--- src/rtl/ram_pkg.sv ---
// Shared defaults, FSM state encoding and command payload for the RAM port front-end.
package ram_pkg;

   localparam int unsigned DATA_WIDTH = 8;
   localparam int unsigned ADDR_WIDTH = 3;
   localparam int unsigned DEPTH      = 8;
   localparam int unsigned CNT_WIDTH  = 16;

   typedef enum logic [2:0] {
      IDLE,
      ISSUE,
      CAPT,
      ERR,
      RESP
   } state_t;

   typedef struct packed {
      logic                  we;
      logic [ADDR_WIDTH-1:0] addr;
      logic [DATA_WIDTH-1:0] wdata;
   } cmd_t;

endpackage

--- src/rtl/stat_counter.sv ---
// Free-running wrapping event counter with asynchronous active-high reset.
module stat_counter #(
   parameter int unsigned WIDTH = 16
) (
   input  logic             clk,
   input  logic             rst,
   input  logic             inc,
   output logic [WIDTH-1:0] count
);

   always_ff @(posedge clk or posedge rst) begin
      if (rst) begin
         count <= '0;
      end else if (inc) begin
         count <= count + WIDTH'(1);
      end
   end

endmodule

--- src/rtl/ram_port_ctrl.sv ---
// Valid/ready command front-end for one port of the shared dual-port RAM:
// issues one access at a time and returns read data on a response channel.
module ram_port_ctrl #(
   parameter int unsigned DATA_WIDTH = ram_pkg::DATA_WIDTH,
   parameter int unsigned ADDR_WIDTH = ram_pkg::ADDR_WIDTH,
   parameter int unsigned DEPTH      = ram_pkg::DEPTH,
   parameter int unsigned CNT_WIDTH  = ram_pkg::CNT_WIDTH
) (
   input  logic                  clk,
   input  logic                  rst,
   input  logic                  req_valid,
   output logic                  req_ready,
   input  logic                  req_we,
   input  logic [ADDR_WIDTH-1:0] req_addr,
   input  logic [DATA_WIDTH-1:0] req_wdata,
   output logic                  rsp_valid,
   input  logic                  rsp_ready,
   output logic [DATA_WIDTH-1:0] rsp_rdata,
   output logic                  rsp_err,
   output logic                  ram_nrst,
   output logic                  ram_chipe,
   output logic                  ram_wre,
   output logic [ADDR_WIDTH-1:0] ram_addr,
   output logic [DATA_WIDTH-1:0] ram_wdata,
   input  logic [DATA_WIDTH-1:0] ram_rdata,
   output logic [CNT_WIDTH-1:0]  wr_cnt,
   output logic [CNT_WIDTH-1:0]  rd_cnt
);

   import ram_pkg::*;

   localparam int unsigned AW1 = ADDR_WIDTH + 1;

   // Command register sized by this instance's parameters rather than the package defaults.
   typedef struct packed {
      logic                  we;
      logic [ADDR_WIDTH-1:0] addr;
      logic [DATA_WIDTH-1:0] wdata;
   } port_cmd_t;

   state_t    state;
   state_t    state_nxt;
   port_cmd_t cmd;
   logic      accept;
   logic      in_range;
   logic      wr_inc;
   logic      rd_inc;

   assign accept   = req_valid && (state == IDLE);
   assign in_range = {1'b0, req_addr} < AW1'(DEPTH);
   assign wr_inc   = (state == ISSUE) && cmd.we;
   assign rd_inc   = (state == RESP) && rsp_ready;

   assign ram_addr  = cmd.addr;
   assign ram_wdata = cmd.wdata;

   always_ff @(posedge clk or posedge rst) begin
      if (rst) begin
         state <= IDLE;
      end else begin
         state <= state_nxt;
      end
   end

   // Next state and per-state strobes.
   always_comb begin
      state_nxt = state;
      req_ready = 1'b0;
      rsp_valid = 1'b0;
      ram_chipe = 1'b0;
      ram_wre   = 1'b0;
      case (state)
         IDLE: begin
            req_ready = 1'b1;
            if (req_valid) begin
               state_nxt = in_range ? ISSUE : ERR;
            end
         end
         ISSUE: begin
            ram_chipe = 1'b1;
            ram_wre   = cmd.we;
            state_nxt = cmd.we ? IDLE : CAPT;
         end
         CAPT: begin
            state_nxt = RESP;
         end
         ERR: begin
            state_nxt = cmd.we ? IDLE : RESP;
         end
         RESP: begin
            rsp_valid = 1'b1;
            if (rsp_ready) begin
               state_nxt = IDLE;
            end
         end
         default: begin
            state_nxt = IDLE;
         end
      endcase
   end

   always_ff @(posedge clk or posedge rst) begin
      if (rst) begin
         cmd <= '0;
      end else if (accept) begin
         cmd <= '{we: req_we, addr: req_addr, wdata: req_wdata};
      end
   end

   // Response payload is only written on entry to RESP, so it stays frozen while back-pressured.
   always_ff @(posedge clk or posedge rst) begin
      if (rst) begin
         rsp_rdata <= '0;
         rsp_err   <= 1'b0;
      end else if (state == CAPT) begin
         rsp_rdata <= ram_rdata;
         rsp_err   <= 1'b0;
      end else if ((state == ERR) && !cmd.we) begin
         rsp_rdata <= '0;
         rsp_err   <= 1'b1;
      end
   end

   // Held low through the first edge after release so the RAM sees a synchronous reset.
   always_ff @(posedge clk or posedge rst) begin
      if (rst) begin
         ram_nrst <= 1'b0;
      end else begin
         ram_nrst <= 1'b1;
      end
   end

   stat_counter #(.WIDTH(CNT_WIDTH)) u_wr_cnt (
      .clk   (clk),
      .rst   (rst),
      .inc   (wr_inc),
      .count (wr_cnt)
   );

   stat_counter #(.WIDTH(CNT_WIDTH)) u_rd_cnt (
      .clk   (clk),
      .rst   (rst),
      .inc   (rd_inc),
      .count (rd_cnt)
   );

endmodule

--- config.mk ---
export PLATFORM = sky130hd
export DESIGN_NAME = ram_port_ctrl
export DESIGN_NICKNAME = d
export VERILOG_FILES = /design/src/rtl/ram_pkg.sv /design/src/rtl/stat_counter.sv /design/src/rtl/ram_port_ctrl.sv
export SDC_FILE = /design/constraint.sdc
export NUM_CORES = 1
export LEC_CHECK = 0
export ABC_AREA = 1
export CAP_MARGIN = 40
export CORE_MARGIN = 4
export CORE_UTILIZATION = 40
export CTS_CLUSTER_DIAMETER = 100
export DETAILED_ROUTE_END_ITERATION = 6
export PLACE_DENSITY = 0.72
export SYNTH_ARGS = -nofsm -noshare
export SYNTH_HDL_FRONTEND = slang
export SYNTH_HIERARCHICAL = 1
export SYNTH_SLANG_ARGS = --single-unit
export TNS_END_PERCENT = 50
--- constraint.sdc ---
create_clock -name clk -period 1.8 [get_ports clk]
set_clock_uncertainty 0.05 [all_clocks]
set_input_delay 0.36 -clock clk [delete_from_list [all_inputs] [get_ports clk]]
set_output_delay 0.36 -clock clk [all_outputs]
set_load 0.05 [all_outputs]
==> impl_metrics.ini <==
[finish]
layout_common_cells = nand2_1, buf_4, dfrtp_1
ff_latch_area_um2 = 1430
synthToLayoutAreaGrowth_pct = 39.5
multi_input_area_um2 = 1100
nFillCells = 616
final_common_cell = nand2_1
drive_gt1_frac = 0.297
final_area_um2 = 3890
final_core_util = 0.573
fin_nets = 426
num_antenna_cells = 0

[clock_network]
cts-hold-fix-buffers = 0
cts_root_buffer = clkbuf_8
numCtsBuffers = 9
htreeDepth = 3
cts_sinks = 57
clk-insertion-delay-late_ns = 0.33
cts_tree = done
clockBufferDepth = 2
clkTransAtPathRegs_ns = 0.06

[yosys]
synth_area_um2 = 2790
ys_types = 26
synthCells = 308
synth_area_per_cell_um2 = 9.05
syn_nets = 334
synth-seq-area-share = 0.511
ys_ff_latch = 57
ys_warn_count = 6

[power_and_ir_drop]
leakagePower_uw = 0.00205
comb_power_share = 0.480
vdd.ir_drop.worst_v = 0.00102
switching_power_uw = 2730
switching_share = 0.435
p_int_uw = 3540
clock_power_share = 0.219
powerDensity_nw_per_um2 = 1610
sequentialPowerShare = 0.301

[status]
violations = negative setup slack
status = complete, but fails checks

[worst_setup_path]
cp_data_required_time_ns = 1.39
max_stage_delay_ns = 0.43
critPathMaxFanout = 3
critical_path_arrival_ns = 1.44
critPathSlowestCell = dfrtp_1
cp_cell_sequence = nor3_4 -> inv_2 -> nor2_4 -> buf_6 -> buf_12
reg2reg_from = state[2]$_DFFE_PP0P_
critPathLaunchType = flop
r2r_cells = 11
r2r_slack_ns = 0.04
cp.buffers_inverters = 3
rr_endpoint = u_wr_cnt/count[13]$_DFFE_PP0P_
path_class = flop to primary output
cp_top_family = flip-flops
crit_path_end_kind = primary output

[timing]
fin_crit_ns = 1.85
fmax_mhz = 542
hold_viol_final = 0
fin_crit_sh = 1.03
tns_ns = -0.0453
setup_viol = 1
setup_slack_ns = -0.0453
slew_violations = 0
hold_ws_ns = 0.385
rsz0062_at_grt = true

[floorplanning]
ioPinCount = 81
die-area_um2 = 8370
die_x_um = 91.5
rows = 30
die_h_um = 91.5
core_area_um2 = 6790
start_util = 0.410

[grt]
grt_start_max_net_pins = 26
antenna_found_initial = 0
grt_pass1_wl_um = 10100
grt_pass1_vias = 2153
grt_use_total = 0.151
overflow = 0

[detailed_routing]
wl_per_cell_um = 12.4
ant_nets = 0
vias = 2255
drc = 0
viasPerCell = 4.51
drtIter0Drc = 75
routed_wirelength_um = 6190
drt_first_pass_iters = 5

[placement]
place.port_buffers = 80
post_dp_cell_area_um2 = 3590
dp_hpwl_um = 4490
place.gp.congestion = 0.815

[job]
max_cap_viol_count = 0

[worst_hold_path]
hp-class = primary input to async pin
-- synth_stat cells --
| library cell | instances | area (um^2) |
|---|---|---|
| mux2_2 | 2 | 22.5 |
| o21ai_0 | 1 | 5.00 |
| inv_1 | 39 | 146 |
| nand2_2 | 4 | 25.0 |
| nand3_4 | 2 | 35.0 |
| nand3_2 | 2 | 20.0 |
| conb_1 | 1 | 3.75 |
| ha_1 | 2 | 25.0 |
| buf_2 | 1 | 5.00 |
| a21oi_1 | 2 | 10.0 |
| xnor2_1 | 8 | 70.1 |
| dfrtp_1 | 57 | 1430 |
| nor3_1 | 4 | 20.0 |
| nand3b_1 | 2 | 15.0 |
| nand4_1 | 25 | 156 |
| buf_6 | 2 | 22.5 |
| nor3_4 | 1 | 16.3 |
| buf_4 | 14 | 105 |
| inv_2 | 2 | 7.51 |
| or2_2 | 2 | 12.5 |
| nor2_2 | 2 | 12.5 |
| nor2_1 | 11 | 41.3 |
| nand2_1 | 91 | 342 |
| nand3_1 | 12 | 60.1 |
| nor2_4 | 7 | 78.8 |
| xor2_1 | 12 | 105 |
-- logic make-up after synthesis --
group	synth area share
mux	0.00807
xor+xnor	0.0628
fa+ha+maj	0.00897
other cells	0.00134
buf+inv	0.103
flops	0.511
simple gates	0.299
compound gates	0.00538
-- what timing repair did --
action                                 in CTS  in global routing
setup endpoints to repair                   2                 13
endpoints found under the hold margin       0                  0
gates resized for setup                     4                  6
buffers inserted                            5                  0
pin swaps                                   2                  1
-- metrics by stage --
stage,std cells,setup slack [ns],power [uW]
final,500,-0.0453,6270
after global placement,480,-0.0749,4770
after CTS,500,-0.0397,6320
after floorplan,308,-0.489,4010
after detailed placement,480,-0.112,4820
after global routing,500,-0.124,6600
-- power groups by stage --
| stage | Sequential [uW] | Clock (uW) | Combinational [uW] |
|---|---|---|---|
| 6_report | 1890 | 1380 | 3010 |
| 5_1_grt | 1940 | 1460 | 3200 |
| 4_1_cts | 1890 | 1410 | 3010 |
| 3_5_place_dp | 1910 | 0 | 2910 |
| 3_3_place_gp | 1900 | 0 | 2870 |
| 2_1_floorplan | 2450 | 0 | 1560 |
-- worst reg2reg max path: stages, from the launching register on --
cell and delay, ns:
dfrtp_1 0.43, nor3_4 0.25, inv_2 0.08, nor2_4 0.10, buf_4 0.14, nand2_2 0.06, nor2_4 0.15, nand3_2 0.13
nor2_4 0.13, nand2_1 0.06, nand2_1 0.05, nand2_1 0.04
-- registers in the layout (all words and copies together) (netlist names) --
name,flops
ram_addr,3
ram_nrst,1
u_rd_cnt/count,16
cmd,1
rsp_err,1
ram_wdata,8
rsp_rdata,8
u_wr_cnt/count,16
state,3
-- per-layer routing --
layer	vias to the layer above	routed length, um	global-route usage
met5	-	0	0
li1	1139	-	-
met4	0	112	0.0641
met2	49	3120	0.246
met1	1057	2680	0.191
met3	10	272	0.0340
-- area by class of cell --
class,count,area share
Multi-Input combinational cell,193,0.283
Inverter,41,0.0395
Clock buffer,13,0.0434
Sequential cell,57,0.367
Clock inverter,2,0.0154
Timing Repair Buffer,98,0.221
Tap cell,96,0.0309
-- how the worst max path moves through the flow --
stage / from / slack (ns) / to / cells past startpoint
after floorplan: state[0]$_DFFE_PP0P_ / -0.49 / u_wr_cnt/count[13]$_DFFE_PP0P_ / 11
after global placement: rsp_ready / -0.07 / u_rd_cnt/count[15]$_DFFE_PP0P_ / 10
after detailed placement: rsp_ready / -0.11 / u_rd_cnt/count[10]$_DFFE_PP0P_ / 7
after CTS: state[0]$_DFFE_PP0P_ / -0.04 / ram_wre / 6
after global routing: state[2]$_DFFE_PP0P_ / -0.12 / ram_wre / 5
final: state[2]$_DFFE_PP0P_ / -0.05 / ram_wre / 5
(Power assumes the default switching activity.)
